<file path="src/rtl/thermo_serializer_pkg.sv">
// Shared types and sizing for the thermometer-code serializer.
// A count of ones is turned into an N_BITS-wide thermometer frame, LSB first.
package thermo_pkg;

    localparam int N_BITS = 8;
    localparam int CW     = $clog2(N_BITS + 1);

    typedef enum logic {
        S_IDLE,
        S_SHIFT
    } thermo_state_t;

endpackage

</file>
<file path="src/rtl/thermo_serializer.sv">
// Accepts a count over valid/ready and streams an N_BITS thermometer word LSB first.
// Every output is decoded from registered state only, so there is no input-to-output comb path.
module thermo_serializer
    import thermo_pkg::*;
(
    input  logic          clk,
    input  logic          rst_n,
    input  logic          in_valid,
    output logic          in_ready,
    input  logic [CW-1:0] in_count,
    output logic          out_valid,
    input  logic          out_ready,
    output logic          out_bit,
    output logic          out_last,
    output logic          clamped
);

    localparam logic [CW-1:0] FULL_COUNT = CW'(N_BITS);
    localparam logic [CW-1:0] LAST_IDX   = CW'(N_BITS - 1);

    thermo_state_t state_reg, state_next;
    logic [CW-1:0] bit_idx_reg, bit_idx_next;
    logic [CW-1:0] count_reg, count_next;
    logic          clamped_reg, clamped_next;

    always_ff @(posedge clk or negedge rst_n) begin
        if (!rst_n) begin
            state_reg   <= S_IDLE;
            bit_idx_reg <= '0;
            count_reg   <= '0;
            clamped_reg <= 1'b0;
        end else begin
            state_reg   <= state_next;
            bit_idx_reg <= bit_idx_next;
            count_reg   <= count_next;
            clamped_reg <= clamped_next;
        end
    end

    always_comb begin
        state_next   = state_reg;
        bit_idx_next = bit_idx_reg;
        count_next   = count_reg;
        clamped_next = 1'b0;
        case (state_reg)
            S_IDLE: begin
                if (in_valid) begin
                    // Out-of-range counts saturate to an all-ones frame.
                    count_next   = (in_count > FULL_COUNT) ? FULL_COUNT : in_count;
                    clamped_next = (in_count > FULL_COUNT);
                    bit_idx_next = '0;
                    state_next   = S_SHIFT;
                end
            end
            S_SHIFT: begin
                if (out_ready) begin
                    if (bit_idx_reg == LAST_IDX) begin
                        bit_idx_next = '0;
                        state_next   = S_IDLE;
                    end else begin
                        bit_idx_next = bit_idx_reg + 1'b1;
                    end
                end
            end
            default: begin
                state_next   = S_IDLE;
                bit_idx_next = '0;
            end
        endcase
    end

    assign in_ready  = (state_reg == S_IDLE);
    assign out_valid = (state_reg == S_SHIFT);
    assign out_bit   = (state_reg == S_SHIFT) && (bit_idx_reg < count_reg);
    assign out_last  = (state_reg == S_SHIFT) && (bit_idx_reg == LAST_IDX);
    assign clamped   = clamped_reg;

endmodule

</file>
<file path="config.mk">
export PLATFORM = sky130hd
export DESIGN_NAME = thermo_serializer
export DESIGN_NICKNAME = d
export VERILOG_FILES = /design/src/rtl/thermo_serializer_pkg.sv /design/src/rtl/thermo_serializer.sv
export SDC_FILE = /design/constraint.sdc
export NUM_CORES = 1
export LEC_CHECK = 0
export BUFFER_PORTS_ARGS = -buffer_cell sky130_fd_sc_hd__buf_2
export CELL_PAD_IN_SITES_DETAIL_PLACEMENT = 0
export CELL_PAD_IN_SITES_GLOBAL_PLACEMENT = 1
export CORE_MARGIN = 3
export CORE_UTILIZATION = 30
export DETAILED_ROUTE_END_ITERATION = 6
export PLACE_DENSITY_LB_ADDON = 0.3
export SYNTH_ARGS = -nofsm -noshare
export SYNTH_HDL_FRONTEND = slang
export SYNTH_SLANG_ARGS = --single-unit
</file>
<file path="constraint.sdc">
create_clock -name clk -period 1.2 [get_ports clk]
set_input_delay 0.06 -clock clk [delete_from_list [all_inputs] [get_ports clk]]
set_output_delay 0.06 -clock clk [all_outputs]
set_load 0.03 [all_outputs]
</file>
==> flow_metrics.env <==
export IMPL_seqPwrFrac_pct=25.4
export IMPL_cts_sinks=10
export IMPL_final_min_clock_period_ns=1.57
export IMPL_fin_crit_sh_pct=131
export IMPL_swShare_pct=39.4
export IMPL_finalNetCount=97
export IMPL_antenna_found_initial=0
export IMPL_hold_viol=0
export IMPL_p_sw_uw=918
export IMPL_synth_most_common_cell="dfrtp_1"
export IMPL_p_int_uw=1410
export IMPL_max_cap_viol_count=0
export IMPL_grt_first_pass_wirelength_um=2220
export IMPL_clk_root_buffer_cell="clkbuf_4"
export IMPL_viasPerCell=4.56
export IMPL_leakagePower_uw=0.000415
export IMPL_worst_pin_slew_ns=0.314
export IMPL_critical_path_class="reg2out"
export IMPL_met2_length_um=615
export IMPL_highest_layer="met4"
export IMPL_violations="negative setup slack"
export IMPL_cp_data_arrival_time_ns=1.51
export IMPL_crit_required_ns=1.14
export IMPL_die_y_um=49.9
export IMPL_max_slew_margin_rel_pct=79.0
export IMPL_synth_flop_cell="dfrtp_1"
export IMPL_cp_end_kind="primary output"
export IMPL_netlist_area_um2=577
export IMPL_rsz0062_at_grt="yes"
export IMPL_synthesis_nets=72
export IMPL_fill_cells=181
export IMPL_synth_cell_types=22
export IMPL_cts_tree="built"
export IMPL_drtIter0Drc=2
export IMPL_dp_hpwl_um=917
export IMPL_ys_seq_area_share_pct=43.4
export IMPL_r2r_worst_path_cells=5
export IMPL_die_w_um=49.9
export IMPL_grt_overflow_total=0
export IMPL_clock_skew_final_ns=0.00281
export IMPL_power_density_nw_per_um2=2710
export IMPL_clockPowerShare_pct=12.7
export IMPL_peakVddDrop_uv=1290
export IMPL_postSynthCellCount=60
export IMPL_p_comb_share_pct=61.9
export IMPL_final_setup_viol_count=2
export IMPL_multi_input_area_um2=358
export IMPL_min_path_type="in2reg"
export IMPL_rows=15
export IMPL_syn_to_final_growth_pct=49.0
export IMPL_seq_area_um2=251
export IMPL_cts_made_buffers=3
export IMPL_outcome="complete, but fails checks"
export IMPL_gp_congestion=0.746
export IMPL_whs_endpoint="count_reg[2]"
export IMPL_drc=0
export IMPL_port_buffers=12
export IMPL_synth_edf_count=0
export IMPL_numPlacedInstances=103
export IMPL_drive_above_1_share_pct=45.2
export IMPL_yosys_area_top_type_share_pct=43.4
export IMPL_ys_seq_elements=10
export IMPL_clk_path_buf_depth=2
export IMPL_holdPathStages=3
export IMPL_rrSetupSlack_ns=0.06
export IMPL_met3WireLength_um=25
export IMPL_synth_common_cells="dfrtp_1, o21ai_0, inv_1, nand2_1, nand2b_1"
export IMPL_clk_transition_reported_paths_ns=0.07
export IMPL_start_util_pct=32.7
export IMPL_track_usage_pct=11.6
export IMPL_start_kind="flop"
export IMPL_htree_num_levels=1
export IMPL_cp_max_fo=2
export IMPL_wl_met1_um=585
export IMPL_diodes=0
export IMPL_dieArea_um2=2490
export IMPL_wire_per_inst_um=11.3
export IMPL_ios=13
export IMPL_cp_cell_sequence="ha_4 -> a211o_1 -> a31oi_4 -> buf_6"
export IMPL_worst_slack_ns=-0.368
export IMPL_syn_avg_cell_area_um2=9.61
export IMPL_total_power_uw=2330
export IMPL_drt_pass1_iter_count=4
export IMPL_vias=497
export IMPL_r2r_end="bit_idx_reg[3]"
export IMPL_worst_path_max_delay_cell="dfrtp_1"
export IMPL_synthTopCellsByArea="dfrtp_1, ha_1, o21ai_0, nand2b_1, buf_6"
export IMPL_ant_nets=0
export IMPL_grt_max_degree=11
export IMPL_coreArea_um2=1760
export IMPL_totalWireLength_um=1230
export IMPL_clk_latency_ns=0.26
export IMPL_hp_start="in_count[2]"
export IMPL_drv_slew=0
export IMPL_grt_pass1_vias=513
export IMPL_fin_cells=109
export IMPL_clock_fmax_mhz=638
export IMPL_async_flop_share_pct=100
export IMPL_critical_path_max_stage_delay_ns=0.41
export IMPL_worstReg2RegStart="bit_idx_reg[1]"
export IMPL_synth_area_leader_cell="dfrtp_1"
export IMPL_ys_warn_count=0
-- final cells by class --
class,count,share of cell area [%]
tap,25,3.64
multi-input combinational,42,41.6
inverter,6,2.62
timing repair buffer,22,18.6
sequential,10,29.3
clock buffer,4,4.22
-- layout by cell type (no fill, tap or decap), drive strengths merged, types with 2 or more instances in the layout --
| cell type | synthesis | final |
|---|---|---|
| nand2b | 6 | 6 |
| ha | 4 | 4 |
| clkbuf | 0 | 4 |
| buf | 2 | 21 |
| o21ai | 7 | 7 |
| nor2 | 2 | 2 |
| a31oi | 3 | 3 |
| inv | 6 | 6 |
| a21oi | 2 | 2 |
| dfrtp | 10 | 10 |
| nand2 | 6 | 6 |
| nor3 | 2 | 2 |
-- per-stage QoR --
| stage | TNS (ns) | worst slack [ns] | hold WS (ns) | instance area (µm²) | util, % |
|---|---|---|---|---|---|
| finish | -0.438 | -0.368 | 0.0618 | 860 | 48.7 |
| global route | -0.607 | -0.422 | 0.0832 | 860 | 48.7 |
| CTS | -0.487 | -0.383 | 0.0597 | 833 | 47.2 |
| detailed placement | -0.217 | -0.217 | -0.0677 | 727 | 41.2 |
| global placement | -0.206 | -0.185 | -0.0701 | 727 | 41.2 |
| floorplan | -0.327 | -0.170 | -0.236 | 598 | - |
-- power by group through the flow --
stage               clock network [µW]  registers [µW]  logic, µW
finish                             296             591       1440
global route                       329             614       1560
CTS                                306             593       1390
detailed placement                   0             582       1130
global placement                     0             575       1100
floorplan                            0             608        748
-- worst max-delay path, delay by kind of cell (launching register included) --
family	cells	cell delay, ns
flops	1	0.41
compound gates	2	0.43
fa+ha+maj	1	0.26
buf+inv	1	0.15
-- logic make-up after synthesis --
kind of cell / after synthesis / share of synthesized area, %
flops: 10 / 43.4
mux: 2 / 4.34
simple gates: 20 / 19.1
buf+inv: 8 / 7.81
fa+ha+maj: 4 / 8.68
compound gates: 16 / 16.7
-- worst max path at each step --
stage | slack [ns] | from | endpoint
2_1_floorplan | -0.17 | out_valid | out_bit
3_3_place_gp | -0.19 | bit_idx_reg[3] | out_bit
3_5_place_dp | -0.22 | bit_idx_reg[3] | out_bit
4_1_cts | -0.38 | bit_idx_reg[3] | out_bit
5_1_grt | -0.42 | bit_idx_reg[3] | out_bit
6_report | -0.37 | bit_idx_reg[3] | out_bit
-- per-layer routing --
layer / up-vias / GRT usage, %
li1: 255 / -
met1: 234 / 15.7
met2: 6 / 18.5
met3: 2 / 1.81
met4: 0 / 4.15
met5: - / 0
-- timing repair --
item	in CTS	in global routing
hold endpoints to repair	10	0
buffers inserted	3	1
setup endpoints to repair	3	6
pin swaps	3	6
hold buffers	1	0
gates resized for setup	11	12
Power figures use the tool's default switching activity.
